===== src/rtl/guitar_strum_sequencer.sv =====
// guitar_strum_sequencer
// Turns each new pluck pattern from the keyboard note mux into one-cycle
// per-string trigger pulses for the string voices. A single note fires
// straight away. A chord is strummed one string at a time, STRUM_GAP cycles
// apart. One further pattern can be queued while a strum is playing; the
// newest queued pattern wins.
//
// Optional feature, macro STRUM_ALTERNATE_EN:
//   defined   - the strum direction alternates after every chord of two or
//               more strings (even chords low->high, odd chords high->low).
//   undefined - every strum runs lowest set bit first; no direction flag.
module guitar_strum_sequencer #(
    parameter int STRUM_GAP   = 4,
    parameter int NUM_STRINGS = 7
) (
    input  logic                   Clk,
    input  logic                   Reset_n,
    input  logic [NUM_STRINGS-1:0] pluck,
    output logic [NUM_STRINGS-1:0] string_trig,
    output logic                   busy,
    output logic                   strum_done,
    output logic [NUM_STRINGS-1:0] active_mask,
    output logic                   pending_valid
);

    localparam int               CNT_W    = $clog2(STRUM_GAP + 1);
    localparam logic [CNT_W-1:0] GAP_LOAD = CNT_W'(STRUM_GAP - 1);
    localparam logic [CNT_W-1:0] CNT_ONE  = CNT_W'(1);

    typedef enum logic [1:0] {
        S_IDLE = 2'd0,
        S_FIRE = 2'd1,
        S_WAIT = 2'd2
    } state_t;

    state_t                 state_q, state_d;
    logic [NUM_STRINGS-1:0] pluck_prev_q, pluck_prev_d;
    logic [NUM_STRINGS-1:0] work_q, work_d;
    logic [NUM_STRINGS-1:0] active_q, active_d;
    logic [NUM_STRINGS-1:0] pend_q, pend_d;
    logic                   pend_vld_q, pend_vld_d;
    logic [CNT_W-1:0]       cnt_q, cnt_d;

    logic                   event_w;
    logic                   hi_first;
    logic [NUM_STRINGS-1:0] pick;
    logic [NUM_STRINGS-1:0] work_left;
    logic [NUM_STRINGS-1:0] next_pat;

    // One-hot of the lowest set bit (zero when the mask is empty).
    function automatic logic [NUM_STRINGS-1:0] lowest_bit(input logic [NUM_STRINGS-1:0] m);
        logic [NUM_STRINGS-1:0] r;
        r = '0;
        for (int i = NUM_STRINGS - 1; i >= 0; i--) begin
            if (m[i]) begin
                r    = '0;
                r[i] = 1'b1;
            end
        end
        return r;
    endfunction

    // One-hot of the highest set bit (zero when the mask is empty).
    function automatic logic [NUM_STRINGS-1:0] highest_bit(input logic [NUM_STRINGS-1:0] m);
        logic [NUM_STRINGS-1:0] r;
        r = '0;
        for (int i = 0; i < NUM_STRINGS; i++) begin
            if (m[i]) begin
                r    = '0;
                r[i] = 1'b1;
            end
        end
        return r;
    endfunction

`ifdef STRUM_ALTERNATE_EN
    logic dir_q, dir_d;
    logic multi;

    // The flag only moves on chords; single notes leave the alternation alone.
    assign multi    = (active_q & ~lowest_bit(active_q)) != '0;
    assign hi_first = dir_q;
`else
    assign hi_first = 1'b0;
`endif

    // A new non-zero pattern is an event; releases and steady holds are not.
    assign event_w   = (pluck != pluck_prev_q) && (pluck != '0);
    assign pick      = hi_first ? highest_bit(work_q) : lowest_bit(work_q);
    assign work_left = work_q & ~pick;
    // An event in the final pulse cycle outranks an older queued pattern.
    assign next_pat  = event_w ? pluck : pend_q;

    // Next-state and pulse decode for the strum sequencer.
    always_comb begin
        state_d      = state_q;
        pluck_prev_d = pluck;
        work_d       = work_q;
        active_d     = active_q;
        pend_d       = pend_q;
        pend_vld_d   = pend_vld_q;
        cnt_d        = cnt_q;
        string_trig  = '0;
        strum_done   = 1'b0;
`ifdef STRUM_ALTERNATE_EN
        dir_d        = dir_q;
`endif
        case (state_q)
            S_IDLE: begin
                if (event_w) begin
                    active_d = pluck;
                    work_d   = pluck;
                    state_d  = S_FIRE;
                end
            end

            S_FIRE: begin
                string_trig = pick;
                work_d      = work_left;
                cnt_d       = GAP_LOAD;
                if (work_left == '0) begin
                    strum_done = 1'b1;
`ifdef STRUM_ALTERNATE_EN
                    if (multi) begin
                        dir_d = ~dir_q;
                    end
`endif
                    if (event_w || pend_vld_q) begin
                        // Chain straight into the queued strum; the usual gap
                        // still separates its first pulse from our last one.
                        active_d   = next_pat;
                        work_d     = next_pat;
                        pend_vld_d = 1'b0;
                        state_d    = (GAP_LOAD == '0) ? S_FIRE : S_WAIT;
                    end else begin
                        state_d = S_IDLE;
                    end
                end else begin
                    if (event_w) begin
                        pend_d     = pluck;
                        pend_vld_d = 1'b1;
                    end
                    state_d = (GAP_LOAD == '0) ? S_FIRE : S_WAIT;
                end
            end

            S_WAIT: begin
                if (event_w) begin
                    pend_d     = pluck;
                    pend_vld_d = 1'b1;
                end
                // Counter was loaded with GAP-1 in FIRE, so leaving when it
                // would reach zero gives exactly GAP cycles pulse-to-pulse.
                if (cnt_q <= CNT_ONE) begin
                    cnt_d   = '0;
                    state_d = S_FIRE;
                end else begin
                    cnt_d = cnt_q - CNT_ONE;
                end
            end

            default: begin
                state_d = S_IDLE;
            end
        endcase
    end

    // State and datapath registers.
    always_ff @(posedge Clk or negedge Reset_n) begin
        if (!Reset_n) begin
            state_q      <= S_IDLE;
            pluck_prev_q <= '0;
            work_q       <= '0;
            active_q     <= '0;
            pend_q       <= '0;
            pend_vld_q   <= 1'b0;
            cnt_q        <= '0;
        end else begin
            state_q      <= state_d;
            pluck_prev_q <= pluck_prev_d;
            work_q       <= work_d;
            active_q     <= active_d;
            pend_q       <= pend_d;
            pend_vld_q   <= pend_vld_d;
            cnt_q        <= cnt_d;
        end
    end

`ifdef STRUM_ALTERNATE_EN
    // Strum direction flag; chord 0 after reset runs low to high.
    always_ff @(posedge Clk or negedge Reset_n) begin
        if (!Reset_n) begin
            dir_q <= 1'b0;
        end else begin
            dir_q <= dir_d;
        end
    end
`endif

    assign busy          = (state_q != S_IDLE);
    assign active_mask   = active_q;
    assign pending_valid = pend_vld_q;

endmodule


===== config.mk =====
export PLATFORM = sky130hd
export DESIGN_NAME = guitar_strum_sequencer
export DESIGN_NICKNAME = d
export VERILOG_FILES = /design/src/rtl/guitar_strum_sequencer.sv
export SDC_FILE = /design/constraint.sdc
export NUM_CORES = 1
export LEC_CHECK = 0
export CAP_MARGIN = 0
export CORE_UTILIZATION = 35
export CTS_BUF_LIST = sky130_fd_sc_hd__clkbuf_16
export DETAILED_ROUTE_END_ITERATION = 12
export GPL_ROUTABILITY_DRIVEN = 1
export PLACE_DENSITY = 0.59
export SYNTH_ARGS = -nofsm -noshare
export SYNTH_HDL_FRONTEND = slang
export SYNTH_SLANG_ARGS = --single-unit

===== constraint.sdc =====
create_clock -name Clk -period 3.19 [get_ports Clk]
set_input_delay 0.4785 -clock Clk [delete_from_list [all_inputs] [get_ports Clk]]
set_output_delay 0.4785 -clock Clk [all_outputs]
set_load 0.05 [all_outputs]

==> impl_metrics.py, run 1 <==
metrics = {
    "outcome": {
        "status": "finished clean",
    },
    "final_layout": {
        "final_util_pct": 45.4,
        "drive_above_1_share_pct": 16.5,
        "syn2layout_area_growth_pct": 23.7,
        "nets": 252,
        "diodes": 0,
        "final_common_cell": "dfrtp_1",
        "mostFrequentLayoutCells": "dfrtp_1 (34), clkdlybuf4s50_1 (24), nand2_1 (20), nor2_1 (19), o21ai_0 (15)",
    },
    "clock_tree": {
        "htreeDepth": 2,
        "cts_made_buffers": 5,
        "post_cts_resized": 0,
        "clkLatencyLatePin_ps": 280,
        "clkTransAtPathRegs_ps": 60,
        "ctsHoldBuffers": 0,
        "cts_root_buf": "clkbuf_16",
        "cts_buffer_depth": 2,
        "cts_setup_buffers": 0,
        "cts_tree": "built",
        "cts_sinks": 34,
    },
    "floorplan": {
        "initial_core_util_pct": 36.7,
        "io_pins": 26,
        "coreArea_um2": 5570,
        "num_rows": 27,
        "die-width_um": 78.5,
        "die_h_um": 78.5,
        "dieArea_um2": 6160,
    },
    "route": {
        "drtAntennaViolNets": 0,
        "vias": 1663,
        "wire_per_inst_um": 15.3,
        "viasPerCell": 5.38,
        "route.detailed.drc": 0,
        "first_iter_violations": 115,
        "dr.pass1.iters": 4,
        "drt-total-wl_um": 4740,
    },
    "global_route": {
        "grt_pass1_wl_um": 8200,
        "grtUsageTotal_pct": 17.1,
        "grt_pass1_vias": 1619,
        "antenna_found_initial": 0,
        "grt_max_degree": 35,
        "overflow": 0,
    },
    "logic_synthesis": {
        "seq_area_frac_synth_pct": 41.6,
        "syn_avg_cell_area_um2": 9.79,
        "syn-instance-count": 209,
        "synthFlopType": "dfrtp_1",
        "synth.net_count": 224,
        "syn_area_um2": 2050,
        "yosysUniqueCellTypes": 50,
        "yosys_warnings": 0,
        "ys_ff_latch": 34,
        "synth_edf_count": 0,
        "async_flop_share_pct": 100,
    },
    "hold_path": {
        "hold_path.class": "reg2reg",
    },
    "worst_setup_path": {
        "cp.arrival_ps": 2590,
        "slowest_stage": "clkdlybuf4s50_1",
        "required_ps": 2710,
        "slowest_delay_ps": 790,
        "crit_type": "reg2out",
        "cp_max_fo": 10,
        "critical-path-top-delay-family": "simple AND/OR/NAND/NOR gates",
        "worst-path-buf-inv": 1,
        "cp-end-kind": "primary output",
        "path_cells": "or4_4 -> nor2_1 -> and4b_1 -> clkdlybuf4s50_1",
        "worst_setup_path_start_kind": "flip-flop",
    },
    "timing": {
        "setup_viol": 0,
        "drv_slew": 0,
        "grt_setup_unrepaired": "no",
        "hold_violations": 0,
        "tns_ps": 0,
        "tightest_slew_ps": 520,
        "final.period_utilization_pct": 96.3,
        "period_needed_ps": 3070,
        "max_freq_mhz": 326,
        "timing.hold.ws_ps": 493,
        "skew_ps": 6.40,
        "slew_headroom_pct": 65.0,
    },
    "place": {
        "place_congestion": 0.825,
        "io_buffers": 25,
        "dpl.hpwl_um": 3400,
    },
    "pwr": {
        "ir_worst_vdd_mv": 0.310,
        "power.share.sequential_pct": 28.7,
        "switching_share_pct": 44.5,
        "power_leakage_nw": 1.08,
        "pwr_density_cell_nw_per_um2": 1100,
        "internal-power_mw": 1.55,
        "power_mw": 2.79,
        "power.net_switching_mw": 1.24,
        "p_clk_share_pct": 19.1,
        "p_comb_share_pct": 52.2,
    },
    "flow_run": {
        "cap_violations": 0,
    },
}
==> layout make-up <==
class                      instances  area (µm²)
clock buffer                       5         125
clock inverter                     2        33.8
fill                             541        3040
inverter                          14        52.6
multi-input combinational        151        1090
sequential                        34         851
tap                               72        90.1
timing repair buffer              31         293
==> path summary, 6_finish.rpt <==
path                                     start        endpoint  slack, ps  cells after the start
max in group asynchronous              Reset_n       work_q[1]       2260                      2
min in group asynchronous              Reset_n   pending_valid        620                      2
worst max-delay path                 work_q[0]  string_trig[6]        120                      4
worst max register to register      state_q[1]  active_mask[2]        780                      7
worst min register to register  active_mask[1]  active_mask[1]        490                      1
worst min-delay path            active_mask[1]  active_mask[1]        490                      1
==> cells by family after synthesis <==
| kind of cell | count (synthesis) | share of synthesized area [%] |
|---|---|---|
| buffers and inverters | 24 | 5.62 |
| adders and majority gates | 6 | 3.67 |
| and+or+nand+nor | 63 | 16.9 |
| AOI/OAI and AO/OA | 60 | 21.2 |
| DFF | 34 | 41.6 |
| xor gates and xnor gates | 7 | 3.00 |
| muxes | 15 | 8.07 |
==> sequential cells by signal (all words and copies together), names as in the netlist <==
| name | cells |
|---|---|
| cnt_q | 3 |
| active_mask | 7 |
| pend_q | 7 |
| work_q | 7 |
| state_q | 2 |
| pending_valid | 1 |
| pluck_prev_q | 7 |
==> cell usage after synthesis, types with 5 or more instances <==
master	instances	area, µm²
mux2_2	10	113
xor2_1	7	61.3
nor2_1	19	71.3
nand2_1	20	75.1
a21oi_1	10	50.1
clkbuf_1	5	18.8
dfrtp_1	34	851
inv_1	11	41.3
ha_1	6	75.1
o21ai_0	15	75.1
==> metrics by stage <==
stage | area [µm²] | std cells | worst slack [ps]
global placement | 2370 | 302 | 294
detailed placement | 2370 | 302 | 257
finish | 2530 | 309 | 118
floorplan | 2050 | 209 | 267
CTS | 2530 | 309 | 97.2
global route | 2530 | 309 | 2.86
==> layer usage <==
| metal | global-route usage, % | vias up | share of wire [%] |
|---|---|---|---|
| li1 | - | 817 | - |
| met4 | 5.56 | 0 | 1.1 |
| met3 | 3.26 | 4 | 4.5 |
| met1 | 24.1 | 793 | 48 |
| met2 | 26.3 | 49 | 47 |
| met5 | 0 | - | 0 |
==> power by group through the flow <==
stage	clock network [mW]	registers, mW	logic [mW]
final	0.532	0.802	1.46
after global routing	0.565	0.834	1.59
after CTS	0.546	0.803	1.46
after detailed placement	0	0.809	1.46
after global placement	0	0.801	1.45
after floorplan	0	0.902	0.965
No activity file was read; power rests on OpenSTA's default activity.
==> run 2, diff against run 1 <==
HOLD_SLACK_MARGIN = 0.06   (was not set)
==> results of run 2 <==
Same layout as run 1: the final DEF is identical, and so are final timing and power.
